[src/rtl/pc_sequencer.sv]
// Registered program counter with increment / jump / relative-branch / return
// selection and a circular return-address stack for call/return.
module pc_sequencer #(
  parameter int unsigned        ADDR_W      = 16,
  parameter int unsigned        DISP_W      = 8,
  parameter logic [ADDR_W-1:0]  RESET_PC    = '0,
  parameter int unsigned        STACK_DEPTH = 4
) (
  input  logic                          clk,
  input  logic                          rst_n,
  input  logic                          stall,
  input  logic [1:0]                    pc_sel,
  input  logic                          call,
  input  logic [ADDR_W-1:0]             target,
  input  logic [DISP_W-1:0]             disp,
  input  logic                          flag_clr,
  output logic [ADDR_W-1:0]             pc,
  output logic [ADDR_W-1:0]             pc_next,
  output logic [$clog2(STACK_DEPTH):0]  depth,
  output logic                          stk_empty,
  output logic                          stk_full,
  output logic                          ovf,
  output logic                          unf
);

  localparam int unsigned       PTR_W    = $clog2(STACK_DEPTH);
  localparam int unsigned       CNT_W    = PTR_W + 1;
  localparam logic [CNT_W-1:0]  FULL_CNT = CNT_W'(STACK_DEPTH);

  typedef enum logic [1:0] {
    SEL_INC = 2'b00,
    SEL_JMP = 2'b01,
    SEL_REL = 2'b10,
    SEL_RET = 2'b11
  } sel_e;

  sel_e              sel;
  logic [ADDR_W-1:0] pc_q;
  logic [ADDR_W-1:0] pc_inc;
  logic [ADDR_W-1:0] disp_ext;
  logic [ADDR_W-1:0] rel_tgt;
  logic [ADDR_W-1:0] tos;
  logic [PTR_W-1:0]  wr_ptr;
  logic [PTR_W-1:0]  top_ptr;
  logic [CNT_W-1:0]  depth_q;
  logic              ovf_q;
  logic              unf_q;
  logic              is_empty;
  logic              is_full;
  logic              do_push;
  logic              do_pop;
  logic              ovf_evt;
  logic              unf_evt;

  logic [ADDR_W-1:0] stack_mem [STACK_DEPTH];

  assign sel      = sel_e'(pc_sel);
  assign disp_ext = ADDR_W'($signed(disp));
  assign is_empty = (depth_q == '0);
  assign is_full  = (depth_q == FULL_CNT);

  // wr_ptr names the next free slot; when full it also names the oldest
  // entry, so a push while full overwrites it without extra bookkeeping.
  always_comb begin
    pc_inc  = pc_q + ADDR_W'(1);
    rel_tgt = pc_q + disp_ext;
    top_ptr = wr_ptr - PTR_W'(1);
    tos     = stack_mem[top_ptr];

    do_push = !stall && call && ((sel == SEL_JMP) || (sel == SEL_REL));
    do_pop  = !stall && (sel == SEL_RET) && !is_empty;
    ovf_evt = do_push && is_full;
    unf_evt = !stall && (sel == SEL_RET) && is_empty;

    pc_next = pc_inc;
    if (stall) begin
      pc_next = pc_q;
    end else begin
      unique case (sel)
        SEL_INC: pc_next = pc_inc;
        SEL_JMP: pc_next = target;
        SEL_REL: pc_next = rel_tgt;
        SEL_RET: pc_next = is_empty ? pc_inc : tos;
        default: pc_next = pc_inc;
      endcase
    end
  end

  always_ff @(posedge clk or negedge rst_n) begin
    if (!rst_n) begin
      pc_q    <= RESET_PC;
      wr_ptr  <= '0;
      depth_q <= '0;
      ovf_q   <= 1'b0;
      unf_q   <= 1'b0;
    end else begin
      pc_q <= pc_next;
      if (do_push) begin
        wr_ptr <= wr_ptr + PTR_W'(1);
        if (!is_full) depth_q <= depth_q + CNT_W'(1);
      end else if (do_pop) begin
        wr_ptr  <= top_ptr;
        depth_q <= depth_q - CNT_W'(1);
      end
      // A same-cycle overflow/underflow beats flag_clr.
      ovf_q <= ovf_evt | (ovf_q & ~flag_clr);
      unf_q <= unf_evt | (unf_q & ~flag_clr);
    end
  end

  // Stack storage is deliberately not reset.
  always_ff @(posedge clk) begin
    if (do_push) stack_mem[wr_ptr] <= pc_inc;
  end

  assign pc        = pc_q;
  assign depth     = depth_q;
  assign stk_empty = is_empty;
  assign stk_full  = is_full;
  assign ovf       = ovf_q;
  assign unf       = unf_q;

endmodule

[config.mk]
export PLATFORM = sky130hd
export DESIGN_NAME = pc_sequencer
export DESIGN_NICKNAME = d
export VERILOG_FILES = /design/src/rtl/pc_sequencer.sv
export SDC_FILE = /design/constraint.sdc
export NUM_CORES = 1
export LEC_CHECK = 0
export CORE_MARGIN = 2
export CORE_UTILIZATION = 50
export CTS_CLUSTER_DIAMETER = 120
export DETAILED_ROUTE_END_ITERATION = 16
export PLACE_DENSITY = 0.76
export SLEW_MARGIN = 0
export SYNTH_ARGS = -nofsm -noshare
export SYNTH_HDL_FRONTEND = slang
export SYNTH_SLANG_ARGS = --single-unit
[constraint.sdc]
create_clock -name clk -period 5 [get_ports clk]
set_clock_uncertainty 0.2 [all_clocks]
set_input_delay 0.75 -clock clk [delete_from_list [all_inputs] [get_ports clk]]
set_output_delay 0.75 -clock clk [all_outputs]
set_load 0.005 [all_outputs]
==> results of run 1 <==
[logic make-up (layout without fill, tap and decap cells)]
kind of cell	count (synthesis)	after routing	synth area share [%]
mux	21	21	8.310
fa+ha+maj	26	26	6.809
buf+inv	43	117	3.604
xor+xnor	23	23	4.030
compound gates	117	117	15.95
simple gates	109	109	11.34
flops	87	87	49.96
[metrics by stage]
| stage | worst slack, ns | instances | instance area [um^2] |
|---|---|---|---|
| 6_report | 0.3564 | 633 | 6025 |
| 5_1_grt | 0.1067 | 633 | 6025 |
| 4_1_cts | 0.2491 | 633 | 6017 |
| 3_5_place_dp | 0.2753 | 617 | 5822 |
| 3_3_place_gp | 0.2914 | 617 | 5822 |
| 2_1_floorplan | 1.520 | 426 | 4999 |
[where the power goes]
group          total, uW  internal [uW]  switching, uW
logic               1540            758            778
clock network        503            234            269
registers           1130            964            170
[layout make-up]
type                    instances  area (um^2)
clock inverters                 6        67.56
fillers                       773         3705
inverters                      25        93.84
clock buffers                  10        127.6
flip-flops and latches         87         2497
multi-input cells             296         2328
repair buffers                 76        743.2
well taps                     133        166.4
[worst max-delay path: stages]
cell and delay [ns]:
clkdlybuf4s50_1 0.47, ha_1 0.19, inv_1 0.06, fa_1 0.40, nor2b_1 0.18, o31a_1 0.19
o21ai_1 0.10, a21oi_1 0.26, nor4_1 0.09, o41ai_2 0.42, clkdlybuf4s50_1 0.58
[what timing repair did]
| action | CTS | global route |
|---|---|---|
| hold buffers | 0 | 0 |
| setup endpoints to repair | 0 | 1 |
| endpoints found under the hold margin | 0 | 0 |
| resized for setup | 0 | 1 |
[registers in the layout (all words and copies together) (netlist names)]
name / flops
unf: 1
wr_ptr: 2
stack_mem: 64
depth: 3
pc: 16
ovf: 1
[placed cells by master, fill, tap and decap left out, types with 9 or more instances in the layout]
| cell type | instances |
|---|---|
| clkbuf_8 | 9 |
| edfxtp_1 | 64 |
| dfrtp_1 | 23 |
| inv_1 | 23 |
| ha_1 | 24 |
| a21oi_1 | 28 |
| clkdlybuf4s50_1 | 69 |
| nor2_1 | 24 |
| xnor2_1 | 18 |
| mux4_2 | 16 |
| nand2_1 | 30 |
| o21ai_0 | 24 |
[layer usage]
metal | share of wire (%) | global-route usage (%)
met3 | 7.2 | 4.323
met4 | 1.3 | 5.792
met1 | 43 | 34.15
met5 | 0 | 0
met2 | 49 | 39.90
[final timing paths]
check,from,end,slack (ns)
worst max register to register,pc[0],pc[14],2.15
worst min register to register,ovf,ovf,0.35
worst min-delay path,ovf,ovf,0.35
worst max-delay path,disp[0],pc_next[14],0.36
min in group asynchronous,rst_n,pc[0],0.79
max in group asynchronous,rst_n,pc[11],3.11
==> out/results.ini, run 1 <==
[logic_synthesis]
ys_ff_latch=87
synth_cell_types=68
synth_common_cells=64 x edfxtp_1, 30 x nand2_1, 28 x a21oi_1
synth.yosys.warnings=0
synth_seq_area_share_pct=49.96
synth_edf_count=64
syn-instance-count=426
async_flop_share_pct=26.44
synth_nets=483
yosysMostFrequentCell=edfxtp_1
synth_top_area_cell=edfxtp_1
syn_area_um2=4999
synth_top_area_share_pct=38.45
synthFlopType=edfxtp_1
yosys-top-cells-area=edfxtp_1 38%, dfrtp_1 12%, mux4_2 7.2%
syn_area_per_cell_um2=11.73

[sta]
timing.final.crit_period_ns=4.644
finalHoldViolations=0
rsz0062_at_grt=false
setup_violations=0
worst_slew_pin_slew_ns=1.155
fin_crit_sh_pct=92.87
worst_hold_slack_ns=0.3487
max_freq_mhz=215.4
slew_viol_final=0
slew_headroom_pct=22.75
finalSetupTns_ns=0

[placed_design]
numPortBuffers=69
hpwl_um=9509
place.gp.congestion=0.8961

[detailed_routing]
dr.pass1.iters=6
wl_per_cell_um=20.37
drtAntennaViolNets=0
routed_wirelength_um=12900
vias=3860
via_per_inst=6.098
drc=0
first_iter_violations=305

[power_and_ir_drop]
leakage_uw=0.002190
total_power_uw=3174
powerDensity_nw_per_um2=526.8
peakVddDrop_mv=0.2075

[setup_path]
cp_data_required_time_ns=4.05
worst_r2r_path_depth=7
crit_arrival_ns=3.69
cp-end-kind=output port
path_max_fanout=3
critPathKind=input port to output port
start_kind=input port

[clock_network]
htree_levels=3
postCtsSetupRepairBufs=0
numCtsBuffers=9
path_clk_slew_ns=0.10
cts_tree=done
clock_latency_ns=0.37
cts.sinks=87
cts_root_buf=clkbuf_8
clk_path_buf_depth=2

[hold_path]
min_path_type=register to register
holdPathStages=2

[finish]
diodes=0
final_util_pct=61.92
drive_gt1_share_pct=10.40
nets=552
syn2layout_area_growth_pct=20.53

[die]
core_um2=9729
num_rows=36
initial_utilization_pct=51.38
design.die.area_um2=10810
io_pins=70
die_w_um=104.0
die_y_um=104.0

[global_route]
grt_use_total_pct=24.40
antenna_found_initial=0
grt_first_pass_wirelength_um=20690
grt_overflow=0
grt_pass1_vias=3807
grt_start_max_net_pins=24

[run_status]
status=complete, no violations

[flow_run]
drv_cap=0

No activity file was read; power rests on OpenSTA's default activity.
==> run 2, diff against run 1 <==
- GPL_ROUTABILITY_DRIVEN: not set -> 0
==> out/results.ini, run 2 (synthesized netlist as in run 1, its figures left out) <==
[die]
io_pins=70
initial_utilization_pct=51.38
die_y_um=104.0
num_rows=36
design.die.area_um2=10810
core_um2=9729
die_w_um=104.0

[sta]
setup_violations=0
timing.final.crit_period_ns=4.713
slew_headroom_pct=25.49
finalHoldViolations=0
worst_slew_pin_slew_ns=1.114
max_freq_mhz=212.2
worst_hold_slack_ns=0.3278
setup_slack_ns=0.2866
fin_crit_sh_pct=94.27
rsz0062_at_grt=false
finalSetupTns_ns=0
slew_viol_final=0

[detailed_routing]
drtAntennaViolNets=0
vias=3866
first_iter_violations=297
routed_wirelength_um=12610
wl_per_cell_um=19.96
dr.pass1.iters=5
drc=0
via_per_inst=6.117

[global_route]
grt_pass1_vias=3757
antenna_found_initial=0
grt_use_total_pct=23.85
grt_start_max_net_pins=24
grt_first_pass_wirelength_um=20140
grt_overflow=0

[power_and_ir_drop]
peakVddDrop_mv=0.2031
leakage_uw=0.002183
total_power_uw=3163
powerDensity_nw_per_um2=526.2

[clock_network]
cts.sinks=87
cts_hold_buf=0
htree_levels=3
postCtsSetupRepairBufs=0
cts_root_buf=clkbuf_8
clk_path_buf_depth=2
path_clk_slew_ns=0.09
clock_latency_ns=0.36
cts-resized-gates=0
numCtsBuffers=9
cts_tree=done

[setup_path]
crit_path_frequent_cell=clkdlybuf4s50_1
critPathKind=input port to output port
start_kind=input port
crit_buf_inv=3
cpMaxStageDelayCell=clkdlybuf4s50_1
cp_top_family=buffers and inverters
crit_arrival_ns=3.76
path_max_fanout=3
cp_data_required_time_ns=4.05
max_stage_delay_ns=0.60
crit_chain=clkdlybuf4s50_1, ha_1, inv_1, fa_1, nor2b_1, o31a_1, o21ai_1, a21oi_1, nor4_1, o41ai_1, clkdlybuf4s50_1
cp-end-kind=output port

[finish]
drive_gt1_share_pct=10.02
mostFrequentLayoutCells=69 x clkdlybuf4s50_1, 64 x edfxtp_1, 30 x nand2_1
final_util_pct=61.78
layout_commonest_cell=clkdlybuf4s50_1
syn2layout_area_growth_pct=20.25
diodes=0
top_register=stack_mem
largest_register_ffs=64
nets=551

[hold_path]
min_path_type=register to register

[placed_design]
dp_slack_ns=0.3168
hpwl_um=9247
numPortBuffers=69

[flow_run]
drv_cap=0

[run_status]
status=complete, no violations

run 2: area by class of cell:
| cell class | instances | area (um^2) |
|---|---|---|
| Clock inverter | 7 | 72.57 |
| Inverter | 25 | 93.84 |
| Fill cell | 810 | 3719 |
| Sequential cell | 87 | 2497 |
| Tap cell | 133 | 166.4 |
| Clock buffer | 9 | 123.9 |
| Multi-Input combinational cell | 296 | 2321 |
| Timing Repair Buffer | 75 | 735.7 |
run 2: report_power, final:
part / total, uW / internal (uW) / switching (uW) / leakage, uW
Sequential: 1130 / 964 / 166 / 0.000860
Combinational: 1530 / 751 / 775 / 0.00123
Clock: 507 / 232 / 274 / 0.0000972
run 2: layer usage:
metal  part of all wire [%]  global-route usage [%]  vias up  wire, um
met3                    7.1                   4.198        6       898
met4                   0.42                   5.598        0        53
li1                       -                       -     1784         -
met1                     45                   34.47     1914      5621
met2                     48                   37.83      162      6038
met5                      0                       0        -         0
run 2: metrics by stage:
| stage | cells | instance area [um^2] |
|---|---|---|
| after detailed placement | 616 | 5814 |
| after floorplan | 426 | 4999 |
| after global placement | 616 | 5814 |
| after global routing | 632 | 6011 |
| after CTS | 632 | 6011 |
| final | 632 | 6011 |
run 2: worst reg2reg max path, delay by kind of cell, from the launching register on:
kind,cells,cell delay (ns)
flip-flops,1,0.37
adder cells (fa/ha/maj),1,0.79
multiplexers,1,0.43
AO/OA/AOI/OAI,3,0.90
buffers and inverters,1,0.09
run 2: worst paths after layout:
path | from | endpoint | slack [ns] | depth (start not counted)
worst max-delay path | disp[0] | pc_next[14] | 0.29 | 11
worst min-delay path | depth[2] | depth[2] | 0.33 | 1
worst min register to register | depth[2] | depth[2] | 0.33 | 1
worst max register to register | wr_ptr[0] | pc[7] | 2.08 | 6
min in group asynchronous | rst_n | wr_ptr[0] | 0.78 | 1
max in group asynchronous | rst_n | pc[10] | 3.15 | 1
